==> config.mk <==
export PLATFORM = sky130hd
export DESIGN_NAME = fetch_stage
export DESIGN_NICKNAME = d
export VERILOG_FILES = /design/src/rtl/fetch_stage_pkg.sv /design/src/rtl/fetch_hold_buf.sv /design/src/rtl/fetch_stage.sv
export SDC_FILE = /design/constraint.sdc
export NUM_CORES = 1
export LEC_CHECK = 0
export ABC_AREA = 1
export BUFFER_PORTS_ARGS = -buffer_cell sky130_fd_sc_hd__buf_2
export CORE_UTILIZATION = 42
export DETAILED_ROUTE_END_ITERATION = 16
export PLACE_DENSITY = 0.72
export SYNTH_ARGS = -nofsm -noshare
export SYNTH_HDL_FRONTEND = slang
export SYNTH_SLANG_ARGS = --single-unit
==> constraint.sdc <==
create_clock -name clk -period 1.6 [get_ports clk]
set_input_delay 0.16 -clock clk [delete_from_list [all_inputs] [get_ports clk]]
set_output_delay 0.16 -clock clk [all_outputs]
set_load 0.005 [all_outputs]
==> src/rtl/fetch_stage_pkg.sv <==
// Shared pipeline constants for the instruction-fetch stage: memory base,
// NOP encoding, fault code and the fetch-address fault rule.
package fetch_stage_pkg;

  localparam logic [31:0] IM_BASE_DEFAULT = 32'h0000_3000;
  localparam logic [31:0] NOP             = 32'h0000_0000;
  localparam logic [4:0]  EXC_ADEL        = 5'd4;

  typedef enum logic {
    PASS = 1'b0,
    HOLD = 1'b1
  } hold_state_t;

  // The limit is one bit wider so a window ending at 2^32 still compares correctly.
  function automatic logic fetch_fault(input logic [31:0] pc,
                                       input logic [31:0] base,
                                       input logic [32:0] limit);
    return (pc[1:0] != 2'b00) || (pc < base) || ({1'b0, pc} >= limit);
  endfunction

endpackage

==> src/rtl/fetch_hold_buf.sv <==
// Captures the in-flight memory word when decode stalls and selects what
// decode sees: memory data, the held word, or a NOP for bubbles/faults.
module fetch_hold_buf
  import fetch_stage_pkg::*;
(
  input  logic        clk,
  input  logic        reset,
  input  logic        stall,
  input  logic        flush,
  input  logic        squash,
  input  logic [31:0] imem_rdata,
  output logic [31:0] instr
);

  hold_state_t state;
  hold_state_t state_next;
  logic        load_hold;
  logic [31:0] hold_instr;

  always_ff @(posedge clk or negedge reset) begin
    if (!reset) begin
      state <= PASS;
    end else begin
      state <= state_next;
    end
  end

  always_comb begin
    state_next = state;
    load_hold  = 1'b0;
    if (flush) begin
      state_next = PASS;
    end else if (stall) begin
      state_next = HOLD;
      load_hold  = (state == PASS);
    end else begin
      state_next = PASS;
    end
  end

  // Only the first stalled edge samples memory; later edges see re-read garbage.
  always_ff @(posedge clk or negedge reset) begin
    if (!reset) begin
      hold_instr <= NOP;
    end else if (load_hold) begin
      hold_instr <= imem_rdata;
    end
  end

  assign instr = squash ? NOP : ((state == HOLD) ? hold_instr : imem_rdata);

endmodule

==> src/rtl/fetch_stage.sv <==
// Instruction-fetch stage with IF/ID register: drives the synchronous
// instruction memory and presents instruction, PC, link address and fault.
module fetch_stage
  import fetch_stage_pkg::*;
#(
  parameter logic [31:0] IM_BASE  = IM_BASE_DEFAULT,
  parameter int          IM_WORDS = 4096,
  parameter int          AW       = 12
) (
  input  logic          clk,
  input  logic          reset,
  input  logic [31:0]   pc_i,
  input  logic          stall,
  input  logic          flush,
  output logic [AW-1:0] imem_addr,
  input  logic [31:0]   imem_rdata,
  output logic [31:0]   instr_d,
  output logic [31:0]   pc_d,
  output logic [31:0]   pc8_d,
  output logic          valid_d,
  output logic          adel_d,
  output logic [31:0]   fetch_cnt
);

  localparam logic [32:0] IM_LIMIT = {1'b0, IM_BASE} + (33'(IM_WORDS) * 33'd4);

  logic [31:0] pc_q;
  logic        valid_q;
  logic        adel_q;
  logic        fault;

  // Out-of-range addresses still index memory; the fault flag squashes the data.
  assign imem_addr = AW'((pc_i - IM_BASE) >> 2);
  assign fault     = fetch_fault(pc_i, IM_BASE, IM_LIMIT);

  always_ff @(posedge clk or negedge reset) begin
    if (!reset) begin
      pc_q      <= 32'h0;
      valid_q   <= 1'b0;
      adel_q    <= 1'b0;
      fetch_cnt <= 32'h0;
    end else if (flush) begin
      pc_q    <= 32'h0;
      valid_q <= 1'b0;
      adel_q  <= 1'b0;
    end else if (!stall) begin
      if (valid_q) begin
        fetch_cnt <= fetch_cnt + 32'd1;
      end
      pc_q    <= pc_i;
      valid_q <= 1'b1;
      adel_q  <= fault;
    end
  end

  fetch_hold_buf u_hold_buf (
    .clk        (clk),
    .reset      (reset),
    .stall      (stall),
    .flush      (flush),
    .squash     (!valid_q || adel_q),
    .imem_rdata (imem_rdata),
    .instr      (instr_d)
  );

  assign pc_d    = pc_q;
  assign pc8_d   = pc_q + 32'd8;
  assign valid_d = valid_q;
  assign adel_d  = adel_q;

endmodule

==> results of run 1 <==
[flip-flops by register name, indices dropped and copies added, names as in the netlist]
signal,count
valid_d,1
adel_d,1
u_hold_buf.state,1
pc_d,32
u_hold_buf.hold_instr,32
fetch_cnt,32
[where the power goes]
group,total (uW),switching (uW),internal [uW]
clock,1990,912,1080
combinational,1200,647,550
sequential,2890,167,2730
total,6080,1730,4360
[cells by family after synthesis]
kind of cell / count (synthesis) / share of synthesized area, %
buffers and inverters: 151 / 11.0
DFF: 99 / 43.9
xor gates and xnor gates: 42 / 6.52
and+or+nand+nor: 332 / 27.2
adders and majority gates: 3 / 0.665
AOI/OAI and AO/OA: 96 / 10.7
[synthesized netlist by cell type]
library cell / n / area, um2
nor3_2: 4 / 40.0
clkbuf_1: 11 / 41.3
and2_1: 1 / 6.26
nor2_1: 73 / 274
ha_1: 3 / 37.5
buf_4: 13 / 97.6
nand3_4: 1 / 17.5
inv_1: 110 / 413
xnor2_1: 8 / 70.1
nor2_4: 7 / 78.8
dfrtp_1: 99 / 2480
nand3_2: 3 / 30.0
nand2_1: 162 / 608
o21ai_0: 43 / 215
a211oi_1: 32 / 240
a22o_1: 6 / 52.6
a21oi_1: 1 / 5.00
nor3_1: 9 / 45.0
nand4_1: 27 / 169
nor4_1: 1 / 6.26
nand3_1: 26 / 130
nor2_2: 8 / 50.1
buf_1: 7 / 26.3
o21bai_1: 1 / 7.51
nand3b_1: 4 / 30.0
or2_1: 1 / 6.26
nand2_4: 1 / 11.3
xor2_1: 34 / 298
buf_2: 5 / 25.0
o22ai_1: 13 / 81.3
inv_2: 5 / 18.8
nor3_4: 1 / 16.3
nand2_2: 3 / 18.8
[stage by stage]
| step | area (um2) | std cells | worst slack, ps | util (%) | setup TNS [ps] |
|---|---|---|---|---|---|
| 2_1_floorplan | 5640 | 723 | 110 | - | 0 |
| 3_3_place_gp | 7080 | 1109 | 38.6 | 55.0 | 0 |
| 3_5_place_dp | 7080 | 1109 | 23.7 | 55.0 | 0 |
| 4_1_cts | 7800 | 1138 | -337 | 60.6 | -9650 |
| 5_1_grt | 7980 | 1151 | -483 | 61.9 | -14820 |
| 6_report | 7980 | 1151 | -392 | 61.9 | -11150 |
[how the worst max path moves through the flow]
stage | slack (ps) | from | end | depth (start not counted)
floorplan | 110 | pc_d[3] | pc8_d[23] | 7
global placement | 40 | pc_d[19] | pc8_d[22] | 7
detailed placement | 20 | pc_d[3] | pc8_d[21] | 8
CTS | -340 | pc_d[4] | pc8_d[21] | 8
global route | -480 | pc_d[3] | pc8_d[19] | 9
finish | -390 | pc_d[3] | pc8_d[15] | 9
[per-layer routing]
metal  up-vias  wire length, um  global-route usage, %
met4         0              434                   11.1
met2       211             8230                   39.8
li1       2806                -                      -
met5         -                0                      0
met1      2695             7350                   32.6
met3        32             1030                   5.14
[cell type report]
class | instances | share of cell area, %
diodes | 2 | 0.0628
clock buffers | 12 | 3.09
clock inverters | 2 | 0.173
inverters | 115 | 5.43
multi-input cells | 473 | 36.1
flip-flops and latches | 99 | 31.1
well taps | 172 | 2.70
repair buffers | 276 | 21.4
[critical path, stage by stage, from the launching register on]
cell	delay, ps
dfrtp_1	360
buf_6	110
ha_4	140
nand3_4	90
nor2_4	150
nand2_4	90
nor2_4	140
buf_6	120
xor2_2	150
buf_2	140
[what timing repair did]
action                                  in CTS  in global routing
endpoints found under the setup margin      56                 63
buffers inserted                            10                 12
gates cloned                                 4                  0
hold buffers                                 1                  0
endpoints found under the hold margin       99                  0
resized for setup                           64                 17
pin swaps                                    7                  9
==> results.toml, run 1 <==
[status]
status = "complete, but fails checks"
failed_checks = "negative setup slack"

[sta]
layout_min_cycle_time_ps = 1990
report.final.slew_viol_count = 0
report.final.hold_viol_count = 0
relSlewSlack_pct = 48.4
rsz0062_at_grt = "true"
clock.fmax_ghz = 0.502
finalCritPeriodShare_pct = 124
worst_pin_slew_ps = 774
fin_ws_ps = -392
finalSetupViolations = 59
finalClockSkew_ps = 5.61
hold_ws_ps = 36.0

[global_route]
grt-ovfl-total = 0
grt_use_total_pct = 24.9
grt_first_pass_wirelength_mm = 27.6
grt_max_degree = 100
grt_pass1_vias = 5446
antenna_found_initial = 2

[routing]
ant_nets = 0
via_per_inst = 4.99
dr.pass1.iters = 7
routed-via-count = 5744
drt_iter0_drc = 341
routed_wl_mm = 17.0
drc = 0
wl_per_cell_um = 14.8

[floorplan]
start_util_pct = 43.8
fp.dieH_um = 118
die_area_um2 = 13900
die_w_um = 118
ioPinCount = 210
coreArea_um2 = 12900
fp-row-count = 41

[yosys]
syn_inst = 723
yosysWarningCount = 0
syn_area_per_cell_um2 = 7.81
syn-num-nets = 794
syn-cell-area_um2 = 5640
synth-seq-cells = 99
ys_types = 33
ys_seq_area_share_pct = 43.9

[finish]
seqCellArea_um2 = 2480
fin_nets = 1045
drive_gt1_share_pct = 38.9
num-fill-cells = 1110
final_common_cell = "buf_2"
area_growth_pct = 41.3
multi_input_area_um2 = 2880
final_cell_mix = "208 x buf_2, 154 x nand2_1, 108 x inv_1"

[cts]
cts-root-buf = "clkbuf_16"
htree_num_levels = 3
clockBufferDepth = 2
clk_pin_slew_worst_paths_ps = 60
cts_num_sinks = 99
cts_buffers = 9
cts_tree = "built"
clk_latency_ps = 350

[worst_hold_path]
min_from = "stall"
hold_end = "valid_d"
min-delay-path-class = "input port to flop"
hold_path_depth = 2

[placed_design]
dp_hpwl_mm = 11.8
port_buffers = 209
gp_congestion = 0.941

[critical_path]
ff2ff_setup_slack_ps = 150
r2r-end = "fetch_cnt[18]"
startpoint_type = "flop"
r2r_cells = 8
worstPathArrival_ps = 1830
r2r_start = "fetch_cnt[1]"
critical_path.max_fanout = 4
end_kind = "output pin"
path_class = "flop to output pin"
required_ps = 1440

[power]
vdd_drop_max_mv = 0.376
total_power_uw = 6080
p_leak_uw = 0.00433
p_per_area_nw_per_um2 = 763

[flow_run]
maxCapViolations = 0
Power figures use the tool's default switching activity.
==> run 2: changes to the inputs <==
- CORE_UTILIZATION: 42 -> 35
- PLACE_DENSITY: 0.72 -> 0.61
- SYNTH_HIERARCHICAL: unset -> 1
==> run 2 against run 1 <==
  * The run still ends with negative setup slack left
  * Worst hold slack lost 4.4 ps
  * Register-to-register slack got worse by 50 ps
  * Final cell count up 15%
  * Utilization down 10 points
  * Synthesized area rose by 9.1%
  * Sequential share of layout area is 3.3 points lower
  * Global-route usage down 3.9 points
  * Maximum frequency up 3.0%
  * Non-clock buffer count grew 26
  * Power up 9.8%
  * Combinational power up 18%
  * Clock-buffer cell count increased by 1
  * Highest routed layer unchanged
==> results.toml, run 2 <==
[placed_design]
post-place-ws_ps = -55.3
gp_congestion = 0.920
placedCellCount = 1261
port_buffers = 209
dp_hpwl_mm = 13.8

[critical_path]
cp_slowest_stage_delay_ps = 410
critical_path.max_fanout = 2
path_class = "flop to output pin"
worstPathArrival_ps = 1770
cpMostUsedCell = "buf_4"
slowest_stage = "dfrtp_1"
end_kind = "output pin"
required_ps = 1440
cp_cell_sequence = "ha_4 -> nand3_4 -> buf_4 -> buf_4 -> buf_6 -> buf_4 -> xor2_1 -> buf_2"
startpoint_type = "flop"

[sta]
fin_setup_tns_ps = -7040
finalCritPeriodShare_pct = 121
relSlewSlack_pct = 61.5
fin_ws_ps = -334
clock.fmax_ghz = 0.517
report.final.hold_viol_count = 0
finalClockSkew_ps = 9.86
finalSetupViolations = 56
worst_pin_slew_ps = 578
report.final.slew_viol_count = 0
layout_min_cycle_time_ps = 1930
rsz0062_at_grt = "true"

[routing]
routed-via-count = 6460
drc = 0
routed_wl_mm = 19.8
wl_per_cell_um = 15.0
via_per_inst = 4.89
drt_iter0_drc = 366
dr.pass1.iters = 5
ant_nets = 0

[yosys]
synth_area_leaders = "dfrtp_1 40%, nand2_1 16%, inv_1 5.9%"
yosys.area.top_type = "dfrtp_1"
syn-cell-area_um2 = 6160
syn-num-nets = 889
synthArstFlopShare_pct = 100
synth_edf_count = 0
syn_area_per_cell_um2 = 7.53
ys_seq_area_share_pct = 40.2
synth_most_common_cell = "nand2_1"
ys.flop_type = "dfrtp_1"
synth_top_area_share_pct = 40.2
ys_types = 32
syn_inst = 818
yosysWarningCount = 6
synthTopCellsByCount = "261 x nand2_1, 99 x dfrtp_1, 97 x inv_1"
synth-seq-cells = 99

[power]
p_leak_uw = 0.00482
p_int_uw = 4710
p_sw_uw = 1960
switching_share_pct = 29.4
p_per_area_nw_per_um2 = 747
p_comb_share_pct = 21.1
p_clk_share_pct = 35.0
vdd_drop_max_mv = 0.484
p_seq_share_pct = 43.9

[global_route]
antenna_found_initial = 0
grt_first_pass_wirelength_mm = 30.0
grt_max_degree = 100
grt_use_total_pct = 21.1
grt-ovfl-total = 0
grt_pass1_vias = 5909

[finish]
stdcell_count = 1321
final_cell_mix = "215 x nand2_1, 208 x buf_2, 95 x dfrtp_1"
drive_gt1_share_pct = 45.5
antenna_cells = 0
fin_nets = 1162
area_growth_pct = 45.1
final_common_cell = "nand2_1"
post-route-util_pct = 51.8

[floorplan]
fp-row-count = 48
fp.dieH_um = 135
ioPinCount = 210
coreArea_um2 = 17200
die_w_um = 135
die_area_um2 = 18100
start_util_pct = 35.7

[flow_run]
maxCapViolations = 0

[worst_hold_path]
min-delay-path-class = "input port to flop"

[cts]
clockBufferDepth = 2
clk_pin_slew_worst_paths_ps = 70
cts-root-buf = "clkbuf_16"
htree_num_levels = 3
cts_buffers = 9
cts_tree = "built"
clk_latency_ps = 350
cts_num_sinks = 99

[status]
failed_checks = "negative setup slack"
status = "complete, but fails checks"
## run 2: cell types whose count changed in the layout (fill, tap and decap cells not counted), moves of 18 or more
cell      previous run  this run
a211oi_2            29         0
a21oi_2              0        31
inv_1              108        84
nand2_1            154       215
nand2_2             10        57
nand2_4              2        20
nand4_1             27        53
nor2_1              68        37
o21ai_0             43        14
## run 2: cells by family (layout without fill, tap and decap cells)
group                    after synthesis  count (layout)  synth area share (%)
flip-flops                            99              99                  40.2
AO/OA/AOI/OAI                         66              66                  7.44
adder cells (fa/ha/maj)                3               3                 0.610
XOR/XNOR                              33              33                  4.69
AND/OR/NAND/NOR                      473             473                  35.5
buffers and inverters                144             422                  11.5
## run 2: power by group through the flow
| stage | Clock (uW) | Combinational (uW) | Sequential (uW) |
|---|---|---|---|
| finish | 2330 | 1410 | 2930 |
| global route | 2460 | 1560 | 2960 |
| CTS | 2380 | 1240 | 2890 |
| detailed placement | 0 | 1200 | 2930 |
| global placement | 0 | 1190 | 2930 |
| floorplan | 0 | 613 | 2930 |
## run 2: metrics by stage
step / hold slack, ps / total power [uW] / cell area [um2]
floorplan: -136 / 3550 / 6160
global placement: 272 / 4120 / 7590
detailed placement: 276 / 4130 / 7590
CTS: 20.3 / 6510 / 8120
global route: 46.6 / 6980 / 8930
finish: 31.7 / 6680 / 8930
## run 2: area by class of cell
type	instances	area (um2)
timing repair buffer	302	2020
tap	225	282
timing repair inverter	2	16.3
multi-input combinational	575	3420
clock buffer	13	270
fill	1653	8300
inverter	102	393
clock inverter	3	45.0
sequential	99	2480
## run 2: worst paths after layout
path | slack, ps | endpoint | cells after the start | start
worst max-delay path | -330 | pc8_d[7] | 8 | pc_d[4]
worst min-delay path | 30 | pc_d[6] | 3 | pc_i[6]
worst max register to register | 100 | u_hold_buf/hold_instr[16] | 6 | u_hold_buf/state
worst min register to register | 480 | u_hold_buf/hold_instr[2] | 2 | u_hold_buf/hold_instr[2]
max in group asynchronous | 730 | valid_d | 3 | reset
min in group asynchronous | 380 | u_hold_buf/hold_instr[3] | 3 | reset
## run 2: worst max-delay path: cells and delay by family (launching register included)
kind                       cells  cell delay (ps)
buffers and inverters          5              610
DFF                            1              410
adders and majority gates      1              170
xor gates and xnor gates       1              160
and+or+nand+nor                1               70
## run 2: timing repair
| action | in CTS | in global routing |
|---|---|---|
| gates resized for setup | 42 | 125 |
| endpoints found under the setup margin | 57 | 50 |
| buffers inserted | 7 | 27 |
| endpoints found under the hold margin | 99 | 0 |
| pin swaps | 7 | 50 |
| hold buffers | 1 | 0 |
| gates cloned | 1 | 9 |
## run 2: metal layers
layer | track usage [%] | vias up | wire, um
met5 | 0 | - | 0
met4 | 8.74 | 0 | 476
met3 | 2.67 | 34 | 948
met2 | 36.2 | 202 | 10000
met1 | 26.7 | 3075 | 8410
li1 | - | 3149 | -
==> run 3: changes to the inputs <==
- CORE_UTILIZATION: 35 -> 45
- PLACE_DENSITY: 0.61 -> 0.75
==> run 3 against run 2 <==
  * Routed wire length shrank 2.0%
  * Via count rose by 2.0%
  * Global-route usage is 4.6 points higher
  * The flow still finishes with violations (negative setup slack)
  * Maximum frequency down 2.3%
  * Clock power barely moved
  * Worst hold slack better by 3.3 ps
  * Critical path type unchanged
  * Final cell count decreased by 4.2%
  * Utilization rose by 13 points
==> results.toml, run 3 (synthesis results as in run 2) <==
[status]
status = "complete, but fails checks"
failed_checks = "negative setup slack"

[power]
p_per_area_nw_per_um2 = 765
vdd_drop_max_mv = 0.425
p_leak_uw = 0.00469
total_power_uw = 6600

[critical_path]
slowest_stage = "dfrtp_1"
worst-path-buf-inv = 2
critical_path.max_fanout = 4
cp_cell_sequence = "ha_4 -> nand3_4 -> nor2_4 -> nand2_2 -> nor2_1 -> buf_4 -> xor2_1 -> buf_2"
r2r-end = "u_hold_buf/hold_instr[29]"
cp.depth = 8
cp_top_family = "simple AND/OR/NAND/NOR gates"
cp_slowest_stage_delay_ps = 410
required_ps = 1440
end_kind = "output pin"
r2r_start = "u_hold_buf/state"
ff2ff_setup_slack_ps = 70
startpoint_type = "flop"
worstPathArrival_ps = 1820
r2r_cells = 7
path_class = "flop to output pin"

[sta]
fin_setup_tns_ps = -7850
rsz0062_at_grt = "true"
finalSetupViolations = 57
report.final.slew_viol_count = 0
finalClockSkew_ps = 3.58
relSlewSlack_pct = 63.3
hold_ws_ps = 35.0
layout_min_cycle_time_ps = 1980
clock.fmax_ghz = 0.505
fin_ws_ps = -379
finalCritPeriodShare_pct = 124
worst_pin_slew_ps = 551
report.final.hold_viol_count = 0

[placed_design]
placed_cell_area_um2 = 7540
gp_congestion = 0.959
port_buffers = 209
placedCellCount = 1212
dp_hpwl_mm = 13.2

[cts]
clockBufferDepth = 2
cts_tree = "built"
clk_latency_ps = 350
cts-root-buf = "clkbuf_16"
cts_buffers = 9
cts_num_sinks = 99
clk_pin_slew_worst_paths_ps = 70
htree_num_levels = 3

[global_route]
grt_use_total_pct = 25.7
grt-ovfl-total = 0
grt_first_pass_wirelength_mm = 28.8
grt_max_degree = 100
grt_pass1_vias = 5864
antenna_found_initial = 1

[routing]
dr.pass1.iters = 5
wl_per_cell_um = 15.4
routed-via-count = 6589
drt_iter0_drc = 593
ant_nets = 0
routed_wl_mm = 19.5
drc = 0
via_per_inst = 5.20

[finish]
final_common_cell = "nand2_1"
fin_nets = 1157
final_cell_area_um2 = 8630
final_cell_mix = "238 x nand2_1, 208 x buf_2, 96 x dfrtp_1"
stdcell_count = 1266
area_growth_pct = 40.2
drive_gt1_share_pct = 42.2
num-fill-cells = 1104
antenna_cells = 0

[floorplan]
die_w_um = 119
coreArea_um2 = 13300
fp-row-count = 42
die_area_um2 = 14200
ioPinCount = 210
start_util_pct = 46.3
fp.dieH_um = 119

[worst_hold_path]
hold_path_depth = 3
min_from = "pc_i[7]"
hold_end = "pc_d[7]"
min-delay-path-class = "input port to flop"

[flow_run]
maxCapViolations = 0
run 3: cell types whose count changed in the layout (fill, tap and decap cells not counted), moves of 3 or more:
cell     delta
nand2_4    -12
inv_2       -4
nand2_2    -11
nor3_1      +3
buf_8       -3
nor2_1      +4
nor2_2      -3
inv_1       +4
nand2_1    +23
run 3: area by class of cell:
| type | count | area (um2) | area share (%) |
|---|---|---|---|
| Multi-Input combinational cell | 575 | 3280 | 38.0 |
| Sequential cell | 99 | 2480 | 28.8 |
| Timing Repair Buffer | 297 | 1920 | 22.3 |
| Inverter | 102 | 393 | 4.55 |
| Clock buffer | 10 | 239 | 2.77 |
| Tap cell | 176 | 220 | 2.55 |
| Clock inverter | 5 | 77.6 | 0.899 |
| Timing Repair inverter | 2 | 15.0 | 0.174 |
run 3: worst reg2reg max path, cell delays in order (launching register included):
cell     delay [ps]
dfrtp_4         570
inv_4            90
buf_4           150
buf_4           130
nand3_2          60
buf_6           270
nand2_1         120
nand2_1          90
run 3: worst max path at each step:
| stage | start | endpoint | slack [ps] |
|---|---|---|---|
| floorplan | pc_d[3] | pc8_d[17] | 90 |
| global placement | pc_d[3] | pc8_d[19] | -10 |
| detailed placement | pc_d[3] | pc8_d[19] | -80 |
| CTS | pc_d[4] | pc8_d[17] | -360 |
| global route | pc_d[3] | pc8_d[17] | -470 |
| finish | pc_d[3] | pc8_d[17] | -380 |
run 3: power breakdown:
group          internal, uW  leakage, uW  switching [uW]
sequential             2730      0.00130             193
clock                  1400     0.000154             928
combinational           603      0.00324             750
run 3: timing repair:
item | 4_1_cts | 5_1_grt
pin swaps | 12 | 22
cloned | 0 | 8
setup endpoints to repair | 57 | 60
hold endpoints to repair | 99 | 0
hold buffers | 1 | 0
buffers inserted | 9 | 22
resized for setup | 37 | 73
run 3: stage by stage:
stage	setup slack, ps	utilization [%]
CTS	-355	60.6
detailed placement	-76.0	56.7
global placement	-13.9	56.7
global route	-467	64.9
finish	-379	64.9
floorplan	86.8	-
run 3: layer usage:
layer	track usage (%)	part of all wire [%]	wire length [um]
met3	3.69	6.1	1180
met2	44.4	51	9900
met4	10.8	2.5	478
met5	0	0.067	13
met1	32.0	41	7880
